`src/rtl/i8bit_div_pkg.sv`:
```
// rtl/i8bit_div_pkg.sv - shared state encoding and constants for the restoring divider
package i8bit_div_pkg;

    typedef enum logic [1:0] {
        IDLE = 2'd0,
        BUSY = 2'd1,
        DONE = 2'd2
    } div_state_t;

    localparam int DIV_W = 8;

    // Every bit of the divide-by-zero quotient; replicated to the operand width.
    localparam logic DIV_ZERO_Q_BIT = 1'b1;

endpackage

```
`src/rtl/i8bit_div_step.sv`:
```
// rtl/i8bit_div_step.sv - one combinational restoring-division step
module div_step #(
    parameter int WIDTH = 8
) (
    input  logic [WIDTH-1:0] rem,
    input  logic             dividend_bit,
    input  logic [WIDTH-1:0] divisor,
    output logic [WIDTH-1:0] rem_next,
    output logic             q_bit
);

    logic [WIDTH:0] trial;
    logic [WIDTH:0] diff;

    // Keep the carry-out bit of the shift: with divisor > 2^(WIDTH-1) the
    // trial value can exceed WIDTH bits before subtraction.
    assign trial    = {rem, dividend_bit};
    assign diff     = trial - {1'b0, divisor};
    assign q_bit    = (trial >= {1'b0, divisor});
    assign rem_next = q_bit ? diff[WIDTH-1:0] : trial[WIDTH-1:0];

endmodule

```
`src/rtl/i8bit_div.sv`:
```
// rtl/i8bit_div.sv - sequential restoring divider with valid/ready operand and result handshakes
module i8bit_div
    import i8bit_div_pkg::*;
#(
    parameter int WIDTH = DIV_W
) (
    input  logic             clk,
    input  logic             rst,
    input  logic             in_valid,
    output logic             in_ready,
    input  logic [WIDTH-1:0] a,
    input  logic [WIDTH-1:0] b,
    output logic             out_valid,
    input  logic             out_ready,
    output logic [WIDTH-1:0] q,
    output logic [WIDTH-1:0] r,
    output logic             div_by_zero
);

    localparam int CW = (WIDTH > 1) ? $clog2(WIDTH) : 1;

    div_state_t       state;
    div_state_t       state_next;
    logic [WIDTH-1:0] dividend;
    logic [WIDTH-1:0] divisor;
    logic [WIDTH-1:0] rem;
    logic [WIDTH-1:0] quo;
    logic [WIDTH-1:0] step_rem;
    logic             step_bit;
    logic [CW-1:0]    count;
    logic             last_step;

    div_step #(.WIDTH(WIDTH)) u_step (
        .rem          (rem),
        .dividend_bit (dividend[WIDTH-1]),
        .divisor      (divisor),
        .rem_next     (step_rem),
        .q_bit        (step_bit)
    );

    assign last_step = (count == CW'(WIDTH - 1));
    assign in_ready  = (state == IDLE);
    assign out_valid = (state == DONE);

    always_comb begin
        state_next = state;
        case (state)
            IDLE:    if (in_valid) state_next = (b == '0) ? DONE : BUSY;
            BUSY:    if (last_step) state_next = DONE;
            DONE:    if (out_ready) state_next = IDLE;
            default: state_next = IDLE;
        endcase
    end

    always_ff @(posedge clk or posedge rst) begin
        if (rst) state <= IDLE;
        else     state <= state_next;
    end

    always_ff @(posedge clk or posedge rst) begin
        if (rst) begin
            dividend    <= '0;
            divisor     <= '0;
            rem         <= '0;
            quo         <= '0;
            count       <= '0;
            q           <= '0;
            r           <= '0;
            div_by_zero <= 1'b0;
        end else begin
            case (state)
                IDLE: begin
                    if (in_valid) begin
                        dividend <= a;
                        divisor  <= b;
                        rem      <= '0;
                        quo      <= '0;
                        count    <= '0;
                        if (b == '0) begin
                            q           <= {WIDTH{DIV_ZERO_Q_BIT}};
                            r           <= a;
                            div_by_zero <= 1'b1;
                        end
                    end
                end
                BUSY: begin
                    rem      <= step_rem;
                    quo      <= {quo[WIDTH-2:0], step_bit};
                    dividend <= dividend << 1;
                    count    <= count + 1'b1;
                    if (last_step) begin
                        q           <= {quo[WIDTH-2:0], step_bit};
                        r           <= step_rem;
                        div_by_zero <= 1'b0;
                    end
                end
                default: ;
            endcase
        end
    end

endmodule

```
`config.mk`:
```
export PLATFORM = sky130hd
export DESIGN_NAME = i8bit_div
export DESIGN_NICKNAME = d
export VERILOG_FILES = /design/src/rtl/i8bit_div_pkg.sv /design/src/rtl/i8bit_div_step.sv /design/src/rtl/i8bit_div.sv
export SDC_FILE = /design/constraint.sdc
export NUM_CORES = 1
export LEC_CHECK = 0
export ABC_AREA = 1
export ABC_CLOCK_PERIOD_IN_PS = 1600
export CAP_MARGIN = 10
export CORE_MARGIN = 1
export CORE_UTILIZATION = 49
export DETAILED_ROUTE_END_ITERATION = 8
export PLACE_DENSITY = 0.78
export SYNTH_ARGS = -nofsm -noshare
export SYNTH_HDL_FRONTEND = slang
export SYNTH_SLANG_ARGS = --single-unit
```
`constraint.sdc`:
```
create_clock -name clk -period 1.6 [get_ports clk]
set_input_delay 0.24 -clock clk [delete_from_list [all_inputs] [get_ports clk]]
set_output_delay 0.24 -clock clk [all_outputs]
set_load 0.005 [all_outputs]
```
# == Word-level counts from Yosys, hierarchy flattened ==
# Cells that the tools add are included.
# classes
n_addsub,2
magnitude_cmp,1
n_eq_ne,7
n_mux,25
reduce_logical,7
# ops
operator,count
$mux W8,9
$pmux W8 S2,4
$pmux W7 S2,1
$ge A9 B8 Y1,1
$logic_not A8 Y1,1
$mux W2,4
$sub A8 B8 Y8,1
$pmux W2 S3,1
$pmux W3 S2,1
$ne A2 B1 Y1 const B,2
$ne A2 B2 Y1 const B,2
$reduce_and A2 Y1,2
$reduce_and A4 Y1,1
$add A3 B1 Y3 const B,1
$eq A3 B3 Y1 const B,1
$mux W1,3
$mux W3,1
$reduce_and A3 Y1,1
$eq A2 B1 Y1 const B,1
$eq A2 B2 Y1 const B,1
$logic_not A2 Y1,1
$pmux W1 S2,1
$reduce_bool A2 Y1,1
# totals
ff_bits,53
in_bits,20
output_inout_bits,19
word_cells,51

# == Longest topological paths before layout ==
# logic_depth
word_depth,4
mapped_depth,13
depth_no_buf,13

# == Cells and area by module ==
# From an unflattened synthesis, not the netlist that was laid out.
# unflattened
cells_unflattened,347
area_unflattened_um2,2932.8
# by_module_without_submodules
mod,instances,cells_per_inst,area_each_um2,seq_area_each_um2
i8bit_div,1,238,2280.9,1326.3
div_step,1,109,651.9,0.0

# == Worst setup path after synthesis ==
# Ideal clock, no wire load.
# synth_path
kind,register to register
from,reg rem[2]
to,reg r[1]
setup_time_ns,0.113
arrival_ns,1.585
required_time_ns,1.487
path_slack_ns,-0.098
path_stages_with_launch,12
n_path_buf,0
synth_period_minus_slack_ns,1.698
cell_sequence,dfrtp_1 -> ha_1 -> nand2_1 -> inv_1 -> nand2_1 -> nand2_1 -> nand2_1 -> nand4_1 -> nand3_1 -> nand3_1 -> nand2_1 -> inv_1
# synth_via
elab_chain_len,4
# synth_rtl
item,line_no,source
start: declaration,i8bit_div.sv:26,logic [WIDTH-1:0] rem;
start signal: assignment,i8bit_div.sv:87,rem <= step_rem;
$ge A9 B8 Y1,i8bit_div_step.sv:19,"assign q_bit = (trial >= {1'b0, divisor});"
$mux W8,i8bit_div_step.sv:20,assign rem_next = q_bit ? diff[WIDTH-1:0] : trial[WIDTH-1:0];
$mux W8,i8bit_div.sv:91,if (last_step) begin
$pmux W8 S2,i8bit_div.sv:71,case (state)
end signal: assignment,i8bit_div.sv:93,r <= step_rem;
end: declaration,i8bit_div.sv:16,"output logic [WIDTH-1:0] r,"
# Every way passes these cells. The select of a mux whose other input is x is not followed.
# A chain may end at the register's enable or synchronous reset.

# == Worst setup path in the final report ==
# layout_path
from,reg count[1]
to,reg r[3]
# layout_via
elab_chain_len,3
# layout_rtl
item,line_no,source
start: declaration,i8bit_div.sv:30,logic [CW-1:0] count;
start signal: assignment,i8bit_div.sv:90,count <= count + 1'b1;
$eq A3 B3 Y1,i8bit_div.sv:41,assign last_step = (count == CW'(WIDTH - 1));
$ne A2 B2 Y1 (no line),n/a,
$reduce_and A4 Y1 (no line),n/a,
# Every way passes these cells.

==> reports/results.ini <==
[status]
status=finished, violations left
failed_checks=setup timing

[setup_path]
startpoint=count[1]
critPathKind=flip-flop to flip-flop
cp-end-kind=flip-flop
required_ns=1.82
crit_path_end=r[3]
cp_slowest_cell=dfrtp_1
r2r_cells=13
r2r_start=count[1]
crit_path_max_fanout=5
cp.arrival_ns=2.11
r2r_slack_ns=-0.29
crit_chain=ha_2, ha_4, inv_2, nand2_2, o21ai_2, nor2_2, nand2_4, buf_4, buf_12, nor2_1, nand3_2, nand2_1, inv_1
r2r_end=r[3]
crit_path_start_kind=flip-flop
cp.buffers_inverters=4
slowest_delay_ns=0.37
crit_cells=13
timing.critical_path.max_delay_family=simple AND/OR/NAND/NOR gates

[logic_synthesis]
synth_area_sq_um=2850
yosys_warnings=0
muxShareOfSynthArea_pct=0
synth_xor_xnor_area_share_pct=0.923
synthAdderAreaFrac_pct=5.10
synth_top_family_by_area=simple AND/OR/NAND/NOR gates
yosysSeqAreaShare_pct=46.6
synth_top_area_share_pct=46.6
ys_top_cells_by_area=dfrtp_1 (47%), nand2_1 (10%), inv_1 (8.4%), nand3_1 (5.8%), nor2_1 (4.7%)
syn_inst=363
synth_compound_area_share_pct=9.76
ys_ff_latch=53
syn_area_per_cell_sq_um=7.84
synth.distinct_cells=31
async_flop_share_pct=100
synth-simple-area-share_pct=26.8
synth-main-ff-cell=dfrtp_1
syn_nets=394
synth_edf_count=0
synth_top_cell_by_area=dfrtp_1

[clock_network]
cts-hold-fix-buffers=0
clk_latency_ns=0.32
numClockSinks=53
cts.clk_slew.worst_paths_ns=0.11
clockBufferDepth=2
cts_tree=done
cts_buffers=5
cts_root_buf=clkbuf_8
cts_htree_levels=2

[final_layout]
utilization_pct=82.5
n_fill_cell=311
antenna-diode-count=0
area_growth_pct=60.6
fin_nets=505
drive_above_1_share_pct=37.3
layout.cells.non_filler=547
design_area_sq_um=4570

[timing]
holdWs_ns=0.264
tns_ns=-4.65
finalCriticalPeriod_ns=1.89
fin_ws_ns=-0.291
hold_viol=0
period_share_pct=118
relSlewSlack_pct=79.1
rsz0062_at_grt=true
tightest_slew_ns=0.311
slew_violations=0
setup_violations=32
finClkSkew_ns=0.0168
max_freq_mhz=529

[placement]
dpl.cell_count=512
placed_area_sq_um=3760
port_buffers=38
hpwl_mm=5.57
gp_congestion=0.893
pre_cts_ws_ns=-0.381

[detailed_routing]
vias_per_cell=5.80
wl_per_cell_um=19.9
vias=3173
antenna_left=0
wl_mm=10.9
first_iter_violations=261
route.detailed.drc=0
drt-pass1-iter-count=5

[die]
io_pins=39
initial_core_util_pct=51.4
dieWidth_um=78.2
die-height_um=78.2
die_area_sq_um=6120
core_sq_um=5540
row_count=27

[pwr]
total_power_mw=12.2
p_leak_nw=2.20
ir_drop_mv=1.43
power_density_nw_per_um2=2660

[flow_run]
drv_cap=0

[worst_hold_path]
holdCritPathClass=input pin to asynchronous set/reset pin

[grt]
grt_pass1_vias=2837
grt_pass1_wl_mm=13.6
grt_start_max_net_pins=54
grt.total_usage_pct=29.0
overflow=0
grt_antenna_before_repair=0

metal layers:
metal	global-route usage, %	wire length, um	vias to the layer above
met5	0	0	-
met4	12.8	799	0
met3	4.42	825	79
met2	49.9	5420	219
met1	36.1	3860	1494
li1	-	-	1381
area by class of cell:
cell class,count,area (sq um),share of cell area [%]
inverters,67,256,5.61
multi-input cells,232,1720,37.5
well taps,72,90.1,1.97
clock buffers,6,72.6,1.59
clock inverters,2,13.8,0.301
repair buffers,115,1100,24.0
flip-flops and latches,53,1330,29.0
how the worst min path moves through the flow:
stage | to | slack (ns) | cells past startpoint
after CTS | quo[2] | 0.29 | 3
after global routing | quo[2] | 0.29 | 3
after global placement | divisor[7] | 0.47 | 2
after floorplan | state[1] | 0.33 | 1
final | quo[2] | 0.26 | 3
after detailed placement | dividend[4] | 0.49 | 2
synthesized netlist by cell type, types with 2 or more instances:
library cell and n:
nand2_1 79, inv_1 64, dfrtp_1 53, nor2_1 36
nand3_1 33, nand4_1 13, o21ai_0 11, ha_1 10
o211ai_1 8, a31oi_1 6, clkbuf_1 6, or2_1 6
o21ai_1 5, o22ai_1 5, a21oi_1 4, buf_2 3
inv_2 3, a22o_1 2, o31ai_1 2, or2_0 2
xnor2_1 2
power by group:
| part | internal, mW | switching [mW] | total, mW |
|---|---|---|---|
| clock | 0.314 | 0.476 | 0.789 |
| combinational | 4.12 | 4.79 | 8.91 |
| sequential | 1.97 | 0.493 | 2.47 |
timing repair:
item,CTS,global route
gates resized for setup,56,63
endpoints found under the setup margin,24,37
pin swaps,18,18
buffers inserted,9,15
gates cloned,2,2
sequential cells by signal, summed over array words and instances (netlist names):
| name | flops |
|---|---|
| dividend | 8 |
| divisor | 8 |
| q | 8 |
| r | 8 |
| rem | 8 |
| quo | 7 |
| count | 3 |
| state | 2 |
| div_by_zero | 1 |
kinds of logic (layout without fill, tap and decap cells):
family | after synthesis | in the layout
AOI/OAI and AO/OA | 45 | 45
xor gates and xnor gates | 3 | 3
adders and majority gates | 11 | 11
buffers and inverters | 78 | 190
DFF | 53 | 53
and+or+nand+nor | 173 | 173
worst register-to-register path: stages, from the launching register on:
cell     delay (ns)
dfrtp_1        0.37
ha_2           0.20
ha_4           0.12
inv_2          0.03
nand2_2        0.06
o21ai_2        0.07
nor2_2         0.15
nand2_4        0.10
buf_4          0.17
buf_12         0.13
nor2_1         0.19
nand3_2        0.10
nand2_1        0.06
inv_1          0.04
cells in the final DEF (no fill, tap or decap), drive strengths merged:
master and count:
a21oi 4, a22o 2, a22oi 1, a31oi 6, buf 76, clkbuf 7, clkdlybuf4s50 36, clkinv 1
dfrtp 53, dlygate4sd2 2, fa 1, ha 10, inv 68, nand2 80, nand3 33, nand4 13
nor2 38, o211ai 8, o21ai 17, o22ai 5, o31ai 2, or2 9, xnor2 2, xor2 1
No activity file was read; power rests on OpenSTA's default activity.
